### config.mk
export PLATFORM = sky130hd
export DESIGN_NAME = rd_win_gen_flat
export DESIGN_NICKNAME = d
export VERILOG_FILES = /design/src/rtl/rd_win_if.sv /design/src/rtl/rd_win_gen.sv /design/src/flat_wrapper.sv
export SDC_FILE = /design/constraint.sdc
export NUM_CORES = 1
export LEC_CHECK = 0
export CAP_MARGIN = 15
export CORE_AREA = 4 4 50 52
export CTS_CLUSTER_DIAMETER = 200
export DETAILED_ROUTE_END_ITERATION = 8
export DIE_AREA = 0 0 54 56
export GPL_TIMING_DRIVEN = 0
export PLACE_DENSITY = 0.79
export SYNTH_ARGS = -nofsm -noshare
export SYNTH_HDL_FRONTEND = slang
export SYNTH_SLANG_ARGS = --single-unit
### constraint.sdc
create_clock -name clk -period 1.5 [get_ports clk]
set_input_delay 0.225 -clock clk [delete_from_list [all_inputs] [get_ports clk]]
set_output_delay 0.225 -clock clk [all_outputs]
set_load 0.01 [all_outputs]
### src/rtl/rd_win_if.sv
// Read-window buffer bus.
// Groups the producer write handshake, the consumer read request and the
// window outputs (rd / rd_data / rd_ack) plus status flags.
//   master : the environment side (drives wr_valid, wr_data, rd_req)
//   slave  : the buffer side (drives wr_ready, rd, rd_data, rd_ack, full, err_underflow)
interface rd_win_if #(
  parameter int unsigned WIDTH = 8
);
  logic             wr_valid;
  logic [WIDTH-1:0] wr_data;
  logic             wr_ready;
  logic             rd_req;
  logic             rd;
  logic [WIDTH-1:0] rd_data;
  logic             rd_ack;
  logic             full;
  logic             err_underflow;

  modport master (
    output wr_valid, wr_data, rd_req,
    input  wr_ready, rd, rd_data, rd_ack, full, err_underflow
  );

  modport slave (
    input  wr_valid, wr_data, rd_req,
    output wr_ready, rd, rd_data, rd_ack, full, err_underflow
  );
endinterface

### src/rtl/rd_win_gen.sv
// One-entry buffer that frames each consumed word with a read window:
// rd pulses on the first window cycle, rd_ack pulses exactly ACK_LAT cycles
// later, and rd_data is held stable across the whole window.
// Ports:
//   clk   : single clock, all state updates on posedge
//   reset : synchronous active-high reset
//   bus   : rd_win_if slave modport (write handshake, read request, window
//           pulses, stored data, full flag, underflow error pulse)
module rd_win_gen #(
  parameter int unsigned WIDTH   = 8,
  parameter int unsigned ACK_LAT = 2
) (
  input logic       clk,
  input logic       reset,
  rd_win_if.slave   bus
);

  if (ACK_LAT == 0 || ACK_LAT > 15) begin : g_bad_ack_lat
    $error("rd_win_gen: ACK_LAT=%0d outside legal range 1..15", ACK_LAT);
  end

  localparam logic [3:0] LoadVal = 4'(ACK_LAT - 1);

  typedef enum logic [1:0] {StEmpty, StFull, StWin, StAck} state_e;

  state_e           state_q, state_d;
  logic [3:0]       cnt_q, cnt_d;
  logic [WIDTH-1:0] hold_q, hold_d;
  logic             rd_q, rd_d;
  logic             ack_q, ack_d;
  logic             err_q, err_d;

  // State register, including the registered pulse outputs.
  always_ff @(posedge clk) begin
    if (reset) begin
      state_q <= StEmpty;
      cnt_q   <= 4'd0;
      hold_q  <= '0;
      rd_q    <= 1'b0;
      ack_q   <= 1'b0;
      err_q   <= 1'b0;
    end else begin
      state_q <= state_d;
      cnt_q   <= cnt_d;
      hold_q  <= hold_d;
      rd_q    <= rd_d;
      ack_q   <= ack_d;
      err_q   <= err_d;
    end
  end

  // Next-state logic. The counter is loaded on WIN entry so that WIN lasts
  // ACK_LAT cycles; ACK follows the cycle in which the counter reads 0.
  always_comb begin
    state_d = state_q;
    cnt_d   = cnt_q;
    hold_d  = hold_q;
    unique case (state_q)
      StEmpty: begin
        if (bus.wr_valid) begin
          hold_d  = bus.wr_data;
          state_d = StFull;
        end
      end
      StFull: begin
        if (bus.rd_req) begin
          cnt_d   = LoadVal;
          state_d = StWin;
        end
      end
      StWin: begin
        if (cnt_q == 4'd0) begin
          state_d = StAck;
        end else begin
          cnt_d = cnt_q - 4'd1;
        end
      end
      StAck: begin
        state_d = StEmpty;
      end
      default: begin
        state_d = StEmpty;
      end
    endcase
  end

  // Output logic. Pulse outputs are computed one cycle early and registered
  // so rd lands on the first WIN cycle and rd_ack on the ACK cycle.
  always_comb begin
    rd_d  = (state_q == StFull) && bus.rd_req;
    ack_d = (state_q == StWin) && (cnt_q == 4'd0);
    err_d = (state_q == StEmpty) && bus.rd_req;
  end

  assign bus.wr_ready      = (state_q == StEmpty);
  assign bus.full          = (state_q != StEmpty);
  assign bus.rd            = rd_q;
  assign bus.rd_ack        = ack_q;
  assign bus.err_underflow = err_q;
  assign bus.rd_data       = hold_q;

endmodule

### src/flat_wrapper.sv
// flat-port wrapper written by rule: the top's interface ports become plain ports
module rd_win_gen_flat 
#(
  parameter int unsigned WIDTH   = 8,
  parameter int unsigned ACK_LAT = 2
)
  (clk, reset, bus_wr_valid, bus_wr_data, bus_rd_req, bus_wr_ready, bus_rd, bus_rd_data, bus_rd_ack, bus_full, bus_err_underflow);
  rd_win_if #(.WIDTH(WIDTH)) bus_i ();
  input logic clk;
  input logic reset;
  input wire logic [$bits(bus_i.wr_valid)-1:0] bus_wr_valid;
  input wire logic [$bits(bus_i.wr_data)-1:0] bus_wr_data;
  input wire logic [$bits(bus_i.rd_req)-1:0] bus_rd_req;
  output wire logic [$bits(bus_i.wr_ready)-1:0] bus_wr_ready;
  output wire logic [$bits(bus_i.rd)-1:0] bus_rd;
  output wire logic [$bits(bus_i.rd_data)-1:0] bus_rd_data;
  output wire logic [$bits(bus_i.rd_ack)-1:0] bus_rd_ack;
  output wire logic [$bits(bus_i.full)-1:0] bus_full;
  output wire logic [$bits(bus_i.err_underflow)-1:0] bus_err_underflow;
  assign bus_i.wr_valid = bus_wr_valid;
  assign bus_i.wr_data = bus_wr_data;
  assign bus_i.rd_req = bus_rd_req;
  assign bus_wr_ready = bus_i.wr_ready;
  assign bus_rd = bus_i.rd;
  assign bus_rd_data = bus_i.rd_data;
  assign bus_rd_ack = bus_i.rd_ack;
  assign bus_full = bus_i.full;
  assign bus_err_underflow = bus_i.err_underflow;
  rd_win_gen #(.WIDTH(WIDTH), .ACK_LAT(ACK_LAT)) u_core (.clk(clk), .reset(reset), .bus(bus_i));
endmodule
Word-level counts from Yosys, hierarchy flattened

Cells that the tools add are included.
W data, S select, Z words.

Bits in registers: 17
Input bits: 12
Output and inout bits: 13
Logic and storage cells: 31

$add $sub $neg: 1
Equal/unequal tests: 7
Muxes and demuxes: 7
Reduce and logical (&&, ||, !) cells: 10

Operator list:

| cell                  | count |
|---|---|
| $mux W4               | 2 |
| $pmux W2 S4           | 1 |
| $pmux W4 S2           | 1 |
| $mux W2               | 3 |
| $ne A2 B2 Y1 const B  | 3 |
| $reduce_and A3 Y1     | 2 |
| $eq A2 B2 Y1 const B  | 2 |
| $logic_not A4 Y1      | 1 |
| $reduce_bool A2 Y1    | 2 |
| $sub A4 B1 Y4 const B | 1 |
| $logic_and A1 B1 Y1   | 3 |
| $eq A2 B1 Y1 const B  | 1 |
| $logic_not A2 Y1      | 1 |
| $ne A2 B1 Y1 const B  | 1 |
| $reduce_and A2 Y1     | 1 |

Logic depth before layout (Yosys ltp)

Gate-level depths: netlist of run 1.

Depth in word-level cells: 3
Gate-level depth with buffers: 5
Depth with buffers taken out: 5

Worst setup path after synthesis of run 1

Ideal clock, no wire load.

Path type: register to register
From: reg u_core.state_q[0]
To: reg u_core.cnt_q[2]
Library setup time: 0.070 ns
Arrival: 1.449 ns
Required time: 1.430 ns
Slack: -0.020 ns
Cell stages (with the launch flop): 6
Path buffers: 0
Period minus slack after synthesis: 1.520 ns
Path through: dfxtp_1 inv_1 ha_1 and4bb_4 or4_1 a21oi_1

Word-level cells in the longest chain between the ends: 3
Elaborated cells between the ends (all ways): 7
Classes of those cells: 4 x eq/ne; 1 x mux; 2 x reduce/logical

Ends and longest elaborated chain:

| what                                                                       | RTL line         | text |
|---|---|---|
| start, declared                                                            | rd_win_gen.sv:26 | `state_e state_q, state_d;` |
| start signal, assigned                                                     | rd_win_gen.sv:36 | `state_q <= StEmpty;` |
| start signal, assigned                                                     | rd_win_gen.sv:43 | `state_q <= state_d;` |
| $eq A2 B2 Y1 / $eq A2 B1 Y1 (equally long branches)                        | rd_win_gen.sv:58 | `unique case (state_q)` |
| $ne A2 B2 Y1 (no source line) / $reduce_bool A2 Y1 (equally long branches) | n/a              |  |
| $reduce_and A3 Y1 (no source line)                                         | n/a              |  |
| end signal, assigned                                                       | rd_win_gen.sv:44 | `cnt_q <= cnt_d;` |
| end, declared                                                              | rd_win_gen.sv:27 | `logic [3:0] cnt_q, cnt_d;` |

Several ways; a longest one is shown, not always the timed one.
A chain may end at the register's enable or synchronous reset.

Final worst setup path of run 1

From: reg u_core.state_q[0]
To: reg u_core.cnt_q[1]

Same word-level chain as after synthesis.

==> run_results.csv, run 1 <==
group,metric,value,unit
run_status,status,"finished clean",
global_route,grt_pass1_vias,682,
placement,dp_hpwl,1.30,mm
die,fp.dieH,56,um
setup_path,crit_fanout,4,
die,io_pins,25,
cells_and_area,final_util,55.6,%
setup_path,worst_setup_path_end_kind,"register",
global_route,grt_max_degree,11,
setup_path,r2r_setup_slack,0.004,ns
pwr,power_leakage,0.000434,uW
pwr,switchingPower,730,uW
clock_tree,clock-sinks,17,
die,die-width,54,um
logic_synthesis,synth-edff-count,0,
pwr,p_sw_share,37.6,%
pwr,powerDensity,1660,nW/um^2
route,drt_wl_total,1.90,mm
logic_synthesis,ys_ff_latch,17,
clock_tree,clk_pin_slew,0.09,ns
route,viasPerCell,5.12,
route,num_vias,753,
cells_and_area,antenna_cells,0,
logic_synthesis,synth_ff_type,"dfxtp_1",
placement,port_buffers,23,
setup_path,reg2reg_from,"u_core.state_q[0]",
hold_path,min_to,"u_core.bus.rd_data[7]",
sta,timing.slew.headroom,68.6,%
global_route,grt_pass1_wl,2.99,mm
logic_synthesis,async_flop_share,0,%
route,drtAntennaViolNets,0,
hold_path,min_from,"bus_wr_valid",
sta,final_hold_viol_count,0,
sta,tightest_slew,0.471,ns
pwr,clockPowerShare,12.5,%
placement,dpl_cell_area,1020,um^2
logic_synthesis,synth_top_area_share,45.0,%
setup_path,reg2reg_depth,5,
sta,setup_tns,0,ns
logic_synthesis,ys_top_cells_by_count,"dfxtp_1 (17), nand2_1 (13), a21oi_1 (10)",
pwr,worst_ir_drop_vdd,0.00136,V
global_route,antenna_found_initial,0,
sta,finalCritPeriodShare,99.8,%
sta,clock.fmax,668,MHz
hold_path,hp-class,"input pin to register",
sta,whs,0.352,ns
clock_tree,cts_buffers,3,
setup_path,critPathKind,"register to register",
sta,period_minus_slack,1.50,ns
hold_path,holdPathStages,3,
route,drc,0,
route,wl_per_cell,12.9,um
clock_tree,postCtsHoldBufs,0,
sta,setup_viol,0,
pwr,internal_power,1210,uW
logic_synthesis,syn_nets,103,
sta,rsz0062_at_grt,"yes",
cells_and_area,syn2layout_area_growth,55.0,%
setup_path,timing.rr.end,"u_core.cnt_q[1]",
clock_tree,tritoncts,"built",
logic_synthesis,synth_area_leaders,"dfxtp_1 (45%), ha_1 (8.3%), a21oi_1 (6.6%)",
logic_synthesis,yosysSeqAreaShare,45.0,%
pwr,total_power,1940,uW
clock_tree,clock_latency,0.30,ns
logic_synthesis,yosysTopAreaCell,"dfxtp_1",
clock_tree,h-tree-depth,1,
placement,gp_routability_congestion,0.741,
logic_synthesis,netlist_area,756,um^2
setup_path,critPathLaunchType,"register",
clock_tree,clk_path_buf_depth,2,
die,initial_core_util,35.9,%
clock_tree,cts_root_buffer,"clkbuf_4",
global_route,gr-total-overflow,0,
die,die_area,3020,um^2
route,drt_iter0_drc,9,
pwr,comb_power_share,55.1,%
setup_path,cp.required,1.72,ns
setup_path,arrival,1.72,ns
global_route,grtUsageTotal,13.6,%
die,rows,17,
run,drv_cap,0,
logic_synthesis,ys_warn_count,0,
pwr,p_seq_share,32.4,%
logic_synthesis,synth_cell_type_count,25,
cells_and_area,design_area,1170,um^2
cells_and_area,layout.nets,137,
sta,drv_slew,0,
die,core,2110,um^2
logic_synthesis,synth_cells,86,
logic_synthesis,synthMostInstantiatedCell,"dfxtp_1",
sta,finClkSkew,0.00379,ns
route,dr.pass1.iters,4,
cells_and_area,layout-drive-gt1-share,22.7,%
logic_synthesis,syn_avg_cell_area,8.79,um^2
==> worst max-delay path by stage <==
stage	startpoint	endpoint	slack (ns)	depth (start not counted)
after floorplan	u_core.cnt_q[0]	u_core.cnt_q[2]	0.02	5
after global placement	bus_rd_req	u_core.cnt_q[2]	-0.09	4
after detailed placement	bus_rd_req	u_core.cnt_q[2]	-0.14	4
after CTS	u_core.state_q[0]	u_core.cnt_q[2]	-0.002	5
after global routing	u_core.state_q[0]	u_core.cnt_q[1]	-0.03	5
final	u_core.state_q[0]	u_core.cnt_q[1]	0.004	5
==> cell type report <==
| class | count | area, um^2 |
|---|---|---|
| buffer | 3 | 12.5 |
| clock buffer | 4 | 26.3 |
| fill | 184 | 935 |
| inverter | 7 | 28.8 |
| multi-input combinational | 59 | 435 |
| sequential | 17 | 348 |
| tap | 28 | 35.0 |
| timing repair buffer | 29 | 285 |
==> state kept, by name, indices dropped and copies added (netlist names) <==
register,cells
u_core.bus.err_underflow,1
u_core.bus.rd,1
u_core.bus.rd_ack,1
u_core.bus.rd_data,8
u_core.cnt_q,4
u_core.state_q,2
==> power by group through the flow <==
stage | combinational (uW) | clock [uW] | sequential, uW
finish | 1070 | 243 | 628
global route | 1180 | 279 | 639
CTS | 1010 | 242 | 620
detailed placement | 818 | 0 | 613
global placement | 798 | 0 | 607
floorplan | 482 | 0 | 629
==> per-stage QoR <==
stage,instances,setup slack (ns)
finish,147,0.00375
global route,147,-0.0254
CTS,147,-0.00241
detailed placement,137,-0.135
global placement,137,-0.0890
floorplan,86,0.0203
==> kinds of logic after synthesis <==
family	Yosys count	synth area share (%)
compound gates	19	15.6
simple gates	33	23.5
mux	2	2.65
buf+inv	10	4.97
flops	17	45.0
fa+ha+maj	5	8.28
==> timing repair <==
| item | CTS | global route |
|---|---|---|
| setup buffers | 6 | 0 |
| resized for setup | 18 | 7 |
| endpoints found under the setup margin | 5 | 5 |
| pin swaps | 4 | 5 |
==> metal layers <==
metal	wire length, um	track usage [%]
met5	0	0
met4	51	8.54
met3	161	4.29
met2	883	21.1
met1	800	15.5
==> layout by cell type, fill, tap and decap left out, drive strengths merged <==
master,n
clkdlybuf4s50,21
dfxtp,17
nand2,13
a21oi,10
nand3,8
clkbuf,8
inv,7
buf,6
ha,5
o21ai,3
or4,2
and3,2
mux2i,2
and4bb,1
nor2b,1
nor3,1
nand4b,1
o31a,1
o211ai,1
o31ai,1
nor3b,1
nand2b,1
o311a,1
o221ai,1
nor2,1
a221oi,1
and2,1
dlygate4sd2,1
==> worst max-delay path, cell delays in order (launching register included) <==
cell and delay, ns:
dfxtp_2 0.38, inv_4 0.06, ha_4 0.17, and4bb_4 0.20, or4_1 0.47, a21oi_1 0.14
No activity file was read; power rests on OpenSTA's default activity.
==> run 2: changes to the inputs <==
--- a/config.mk
+++ b/config.mk
@@ -6,12 +6,12 @@
 export NUM_CORES = 1
 export LEC_CHECK = 0
 export CAP_MARGIN = 15
-export CORE_AREA = 4 4 50 52
+export CORE_AREA = 4 4 42 53
 export CTS_CLUSTER_DIAMETER = 200
 export DETAILED_ROUTE_END_ITERATION = 8
-export DIE_AREA = 0 0 54 56
+export DIE_AREA = 0 0 46 57
 export GPL_TIMING_DRIVEN = 0
-export PLACE_DENSITY = 0.79
+export PLACE_DENSITY = 0.86
 export SYNTH_ARGS = -nofsm -noshare
 export SYNTH_HDL_FRONTEND = slang
 export SYNTH_SLANG_ARGS = --single-unit
==> constraint.sdc (replaced) <==
create_clock -name clk -period 1.9 [get_ports clk]
set_input_delay 0.285 -clock clk [delete_from_list [all_inputs] [get_ports clk]]
set_output_delay 0.285 -clock clk [all_outputs]
set_load 0.01 [all_outputs]
==> run 2 against run 1 <==
Compared with the run above:
- final cell count fell by 10%
- sequential cell count did not move
- die area fell by 13%
- clock skew rose by 0.00050 ns
- final area fell by 11%
- critical path type is now register to primary output
- largest cell class unchanged
==> run_results.csv, run 2 (synthesis results as in run 1) <==
group,metric,value,unit
sta,final_hold_viol_count,0,
clock_tree,tritoncts,"built",
pwr,total_power,1310,uW
sta,setup_viol,0,
clock_tree,clk_path_buf_depth,2,
route,dr.pass1.iters,5,
sta,finalCritPeriodShare,94.4,%
route,num_vias,723,
global_route,grt_pass1_wl,2.77,mm
route,wl_per_cell,13.2,um
placement,dp_hpwl,1.30,mm
setup_path,worst_setup_path_end_kind,"primary output",
placement,gp_routability_congestion,0.843,
sta,drv_slew,0,
pwr,power_leakage,0.000400,uW
sta,clock.fmax,558,MHz
die,fp.dieH,57,um
setup_path,arrival,1.51,ns
global_route,antenna_found_initial,0,
pwr,worst_ir_drop_vdd,0.000853,V
clock_tree,cts_resized,0,
cells_and_area,layout-drive-gt1-share,6.19,%
route,drt_wl_total,1.75,mm
clock_tree,clock-sinks,17,
die,die-width,46,um
cells_and_area,mostFrequentLayoutCells,"clkdlybuf4s50_1 (22), dfxtp_1 (16), nand2_1 (13), a21oi_1 (10), nand3_1 (8)",
run,drv_cap,0,
clock_tree,postCtsHoldBufs,0,
global_route,grt_pass1_vias,672,
cells_and_area,largest_register_ffs,8,
run_status,status,"finished clean",
cells_and_area,layout.nets,131,
cells_and_area,syn2layout_area_growth,37.6,%
die,initial_core_util,43.3,%
die,io_pins,25,
clock_tree,cts_root_buffer,"clkbuf_4",
clock_tree,cts_buffers,3,
route,drtAntennaViolNets,0,
clock_tree,post_cts_buffers,0,
cells_and_area,antenna_cells,0,
setup_path,critPathLaunchType,"register",
setup_path,cp.required,1.62,ns
setup_path,cp_slowest_cell,"clkdlybuf4s50_1",
setup_path,crit_fanout,4,
setup_path,critPathKind,"register to primary output",
placement,pre_cts_ws,0.205,ns
clock_tree,h-tree-depth,1,
route,drt_iter0_drc,11,
cells_and_area,final_util,59.6,%
die,rows,17,
placement,port_buffers,23,
die,die_area,2620,um^2
sta,timing.slew.headroom,66.9,%
setup_path,path_buf_inv,2,
hold_path,hp-class,"input pin to register",
sta,finClkSkew,0.00429,ns
clock_tree,clock_latency,0.29,ns
global_route,grt_max_degree,11,
setup_path,worstPathCellList,"inv_1 -> ha_1 -> clkdlybuf4s50_1",
sta,period_minus_slack,1.79,ns
setup_path,slowest_delay,0.56,ns
sta,rsz0062_at_grt,"no",
cells_and_area,layout_commonest_cell,"clkdlybuf4s50_1",
sta,tightest_slew,0.482,ns
sta,setup_tns,0,ns
global_route,gr-total-overflow,0,
sta,worst_slack,0.107,ns
sta,whs,0.421,ns
die,core,1740,um^2
setup_path,cp_top_family,"buffers and inverters",
pwr,powerDensity,1260,nW/um^2
global_route,grtUsageTotal,14.1,%
clock_tree,clk_pin_slew,0.09,ns
route,drc,0,
route,viasPerCell,5.48,
-- run 2: changes by cell type in the layout (fill, tap and decap cells not counted), sizes merged --
cell / before / now
buf: 6 / 0
clkbuf: 8 / 7
clkdlybuf4s50: 21 / 22
dlygate4sd2: 1 / 0
dlymetal6s2s: 0 / 1
-- run 2: per-stage QoR --
stage,cells,instance area (um^2)
6_report,132,1040
5_1_grt,132,1040
4_1_cts,132,1040
3_5_place_dp,128,1010
3_3_place_gp,128,1010
2_1_floorplan,86,756
-- run 2: where the power goes --
group | switching, uW | total [uW] | internal, uW
logic | 344 | 645 | 301
clock network | 110 | 192 | 81.8
registers | 44.0 | 478 | 434
-- run 2: layer usage --
layer / part of all wire [%] / global-route usage (%)
met1: 39 / 14.8
met4: 2.3 / 7.32
met3: 8.3 / 2.52
met5: 0 / 0
met2: 50 / 25.2
-- run 2: worst min-delay path, delay by kind of cell --
kind,cells,cell delay [ns]
buffers and inverters,1,0.20
AND/OR/NAND/NOR,1,0.14
AO/OA/AOI/OAI,1,0.05
-- run 2: path summary, 6_finish.rpt --
path / from / to / slack (ns) / cells past startpoint
min reg2reg: u_core.bus.rd_data[7] / u_core.bus.rd_data[7] / 0.46 / 2
min: bus_wr_valid / u_core.bus.rd_data[2] / 0.42 / 3
max: u_core.state_q[0] / bus_wr_ready / 0.11 / 3
max reg2reg: u_core.state_q[0] / u_core.cnt_q[2] / 0.20 / 5
-- run 2: final cells by class --
type,instances,area (um^2)
fill,152,704
buffer,3,11.3
timing repair buffer,23,233
clock buffer,4,26.3
inverter,7,26.3
multi-input combinational,59,378
sequential,17,342
tap,19,23.8
==> run 3: changes to the inputs <==
--- a/config.mk
+++ b/config.mk
@@ -8,10 +8,12 @@
 export CAP_MARGIN = 15
 export CORE_AREA = 4 4 42 53
 export CTS_CLUSTER_DIAMETER = 200
+export CTS_CLUSTER_SIZE = 16
 export DETAILED_ROUTE_END_ITERATION = 8
 export DIE_AREA = 0 0 46 57
 export GPL_TIMING_DRIVEN = 0
 export PLACE_DENSITY = 0.86
+export RECOVER_POWER = 25
 export SYNTH_ARGS = -nofsm -noshare
 export SYNTH_HDL_FRONTEND = slang
 export SYNTH_SLANG_ARGS = --single-unit
==> run 3 against run 2 <==
Compared with the run above:
- routed wire length up 0.80%
- combinational power down 0.8%
- final area down 0.36%
- die area unchanged
- critical endpoint unchanged
==> run_results.csv, run 3 (synthesis results as in run 1) <==
group,metric,value,unit
sta,worst_slack,0.0964,ns
clock_tree,cts_buffers,3,
cells_and_area,mostFrequentLayoutCells,"clkdlybuf4s50_1 (21), dfxtp_1 (16), nand2_1 (13), a21oi_1 (10), nand3_1 (8)",
setup_path,reg2reg_from,"u_core.state_q[0]",
global_route,antenna_found_initial,0,
setup_path,critPathKind,"register to primary output",
die,fp.dieH,57,um
die,initial_core_util,43.3,%
clock_tree,clock_latency,0.29,ns
run_status,status,"finished clean",
setup_path,cp.required,1.62,ns
global_route,grt_max_degree,11,
setup_path,worst_setup_path_end_kind,"primary output",
sta,timing.slew.headroom,66.5,%
sta,drv_slew,0,
sta,finalCritPeriodShare,94.9,%
clock_tree,clock-sinks,17,
placement,port_buffers,23,
global_route,grt_pass1_wl,2.77,mm
die,die_area,2620,um^2
sta,setup_tns,0,ns
run,drv_cap,0,
setup_path,critPathLaunchType,"register",
cells_and_area,layout_commonest_cell,"clkdlybuf4s50_1",
clock_tree,clk_path_buf_depth,2,
placement,pre_cts_ws,0.205,ns
route,viasPerCell,5.51,
cells_and_area,syn2layout_area_growth,37.1,%
die,core,1740,um^2
sta,period_minus_slack,1.80,ns
pwr,powerDensity,1260,nW/um^2
cells_and_area,layout.nets,131,
die,die-width,46,um
clock_tree,h-tree-depth,1,
sta,clock.fmax,554,MHz
sta,setup_viol,0,
setup_path,crit_path_start,"u_core.state_q[0]",
pwr,power_leakage,0.000403,uW
die,rows,17,
setup_path,arrival,1.52,ns
sta,rsz0062_at_grt,"no",
sta,final_hold_viol_count,0,
route,wl_per_cell,13.3,um
route,drc,0,
placement,dp_hpwl,1.30,mm
route,drt_iter0_drc,6,
clock_tree,clk_pin_slew,0.09,ns
cells_and_area,antenna_cells,0,
pwr,worst_ir_drop_vdd,0.000855,V
global_route,gr-total-overflow,0,
sta,tightest_slew,0.488,ns
hold_path,hp-class,"input pin to register",
route,drt_wl_total,1.76,mm
cells_and_area,largest_register_ffs,8,
die,io_pins,25,
global_route,grt_pass1_vias,672,
setup_path,critPathCapture,"bus_wr_ready",
route,num_vias,727,
cells_and_area,nFillCells,152,
clock_tree,cts_root_buffer,"clkbuf_4",
route,drtAntennaViolNets,0,
sta,finClkSkew,0.00467,ns
clock_tree,tritoncts,"built",
clock_tree,cts_resized,0,
clock_tree,postCtsHoldBufs,0,
setup_path,timing.rr.end,"u_core.cnt_q[2]",
setup_path,r2r_setup_slack,0.15,ns
cells_and_area,layout-drive-gt1-share,5.31,%
setup_path,reg2reg_depth,5,
global_route,grtUsageTotal,14.1,%
route,dr.pass1.iters,4,
placement,gp_routability_congestion,0.843,
clock_tree,post_cts_buffers,0,
setup_path,crit_fanout,4,
run 3: cell types whose count changed in the layout (fill, tap and decap cells not counted):
cell	change
dlygate4sd3_1	+1
and4bb_1	+1
clkdlybuf4s50_1	-1
and4bb_4	-1
run 3: area by class of cell:
class | instances | area, um^2 | share of cell area (%)
Buffer | 3 | 11.3 | 1.09
Clock buffer | 4 | 26.3 | 2.54
Inverter | 7 | 26.3 | 2.54
Multi-Input combinational cell | 59 | 374 | 36.1
Sequential cell | 17 | 342 | 33.0
Tap cell | 19 | 23.8 | 2.29
Timing Repair Buffer | 23 | 233 | 22.5
run 3: layer usage:
layer	wire length [um]	vias up	GRT usage (%)
met1	691	336	14.8
met3	149	5	2.52
met5	0	-	0
met2	878	32	25.2
met4	40	0	7.32
li1	-	354	-
run 3: power breakdown:
group	internal, uW	leakage, uW	total [uW]	switching (uW)
Clock	81.8	0.0000150	191	109
Combinational	293	0.000248	640	347
Sequential	434	0.000139	478	44.1
run 3: metrics by stage:
step                instances  hold WS, ns  utilization (%)  power (uW)  area, um^2
floorplan                  86        0.364                -         875         756
global placement          128        0.444             57.9        1100        1010
detailed placement        128        0.448             57.9        1130        1010
CTS                       132        0.423             59.4        1320        1040
global route              132        0.452             59.4        1420        1040
finish                    132        0.420             59.4        1310        1040
run 3: worst min-delay path by stage:
stage,slack [ns],end,depth (start not counted),startpoint
after floorplan,0.36,u_core.state_q[0],1,reset
after global placement,0.44,u_core.bus.rd_data[0],2,u_core.bus.rd_data[0]
after detailed placement,0.45,u_core.bus.rd_data[0],2,u_core.bus.rd_data[0]
after CTS,0.42,u_core.bus.rd_data[2],3,bus_wr_valid
after global routing,0.45,u_core.bus.rd_data[0],3,bus_wr_valid
final,0.42,u_core.bus.rd_data[2],3,bus_wr_valid
run 3: critical path, cell delays in order, from the launching register on:
cell and delay [ns]:
dfxtp_1 0.33, inv_1 0.10, ha_1 0.24, clkdlybuf4s50_1 0.56
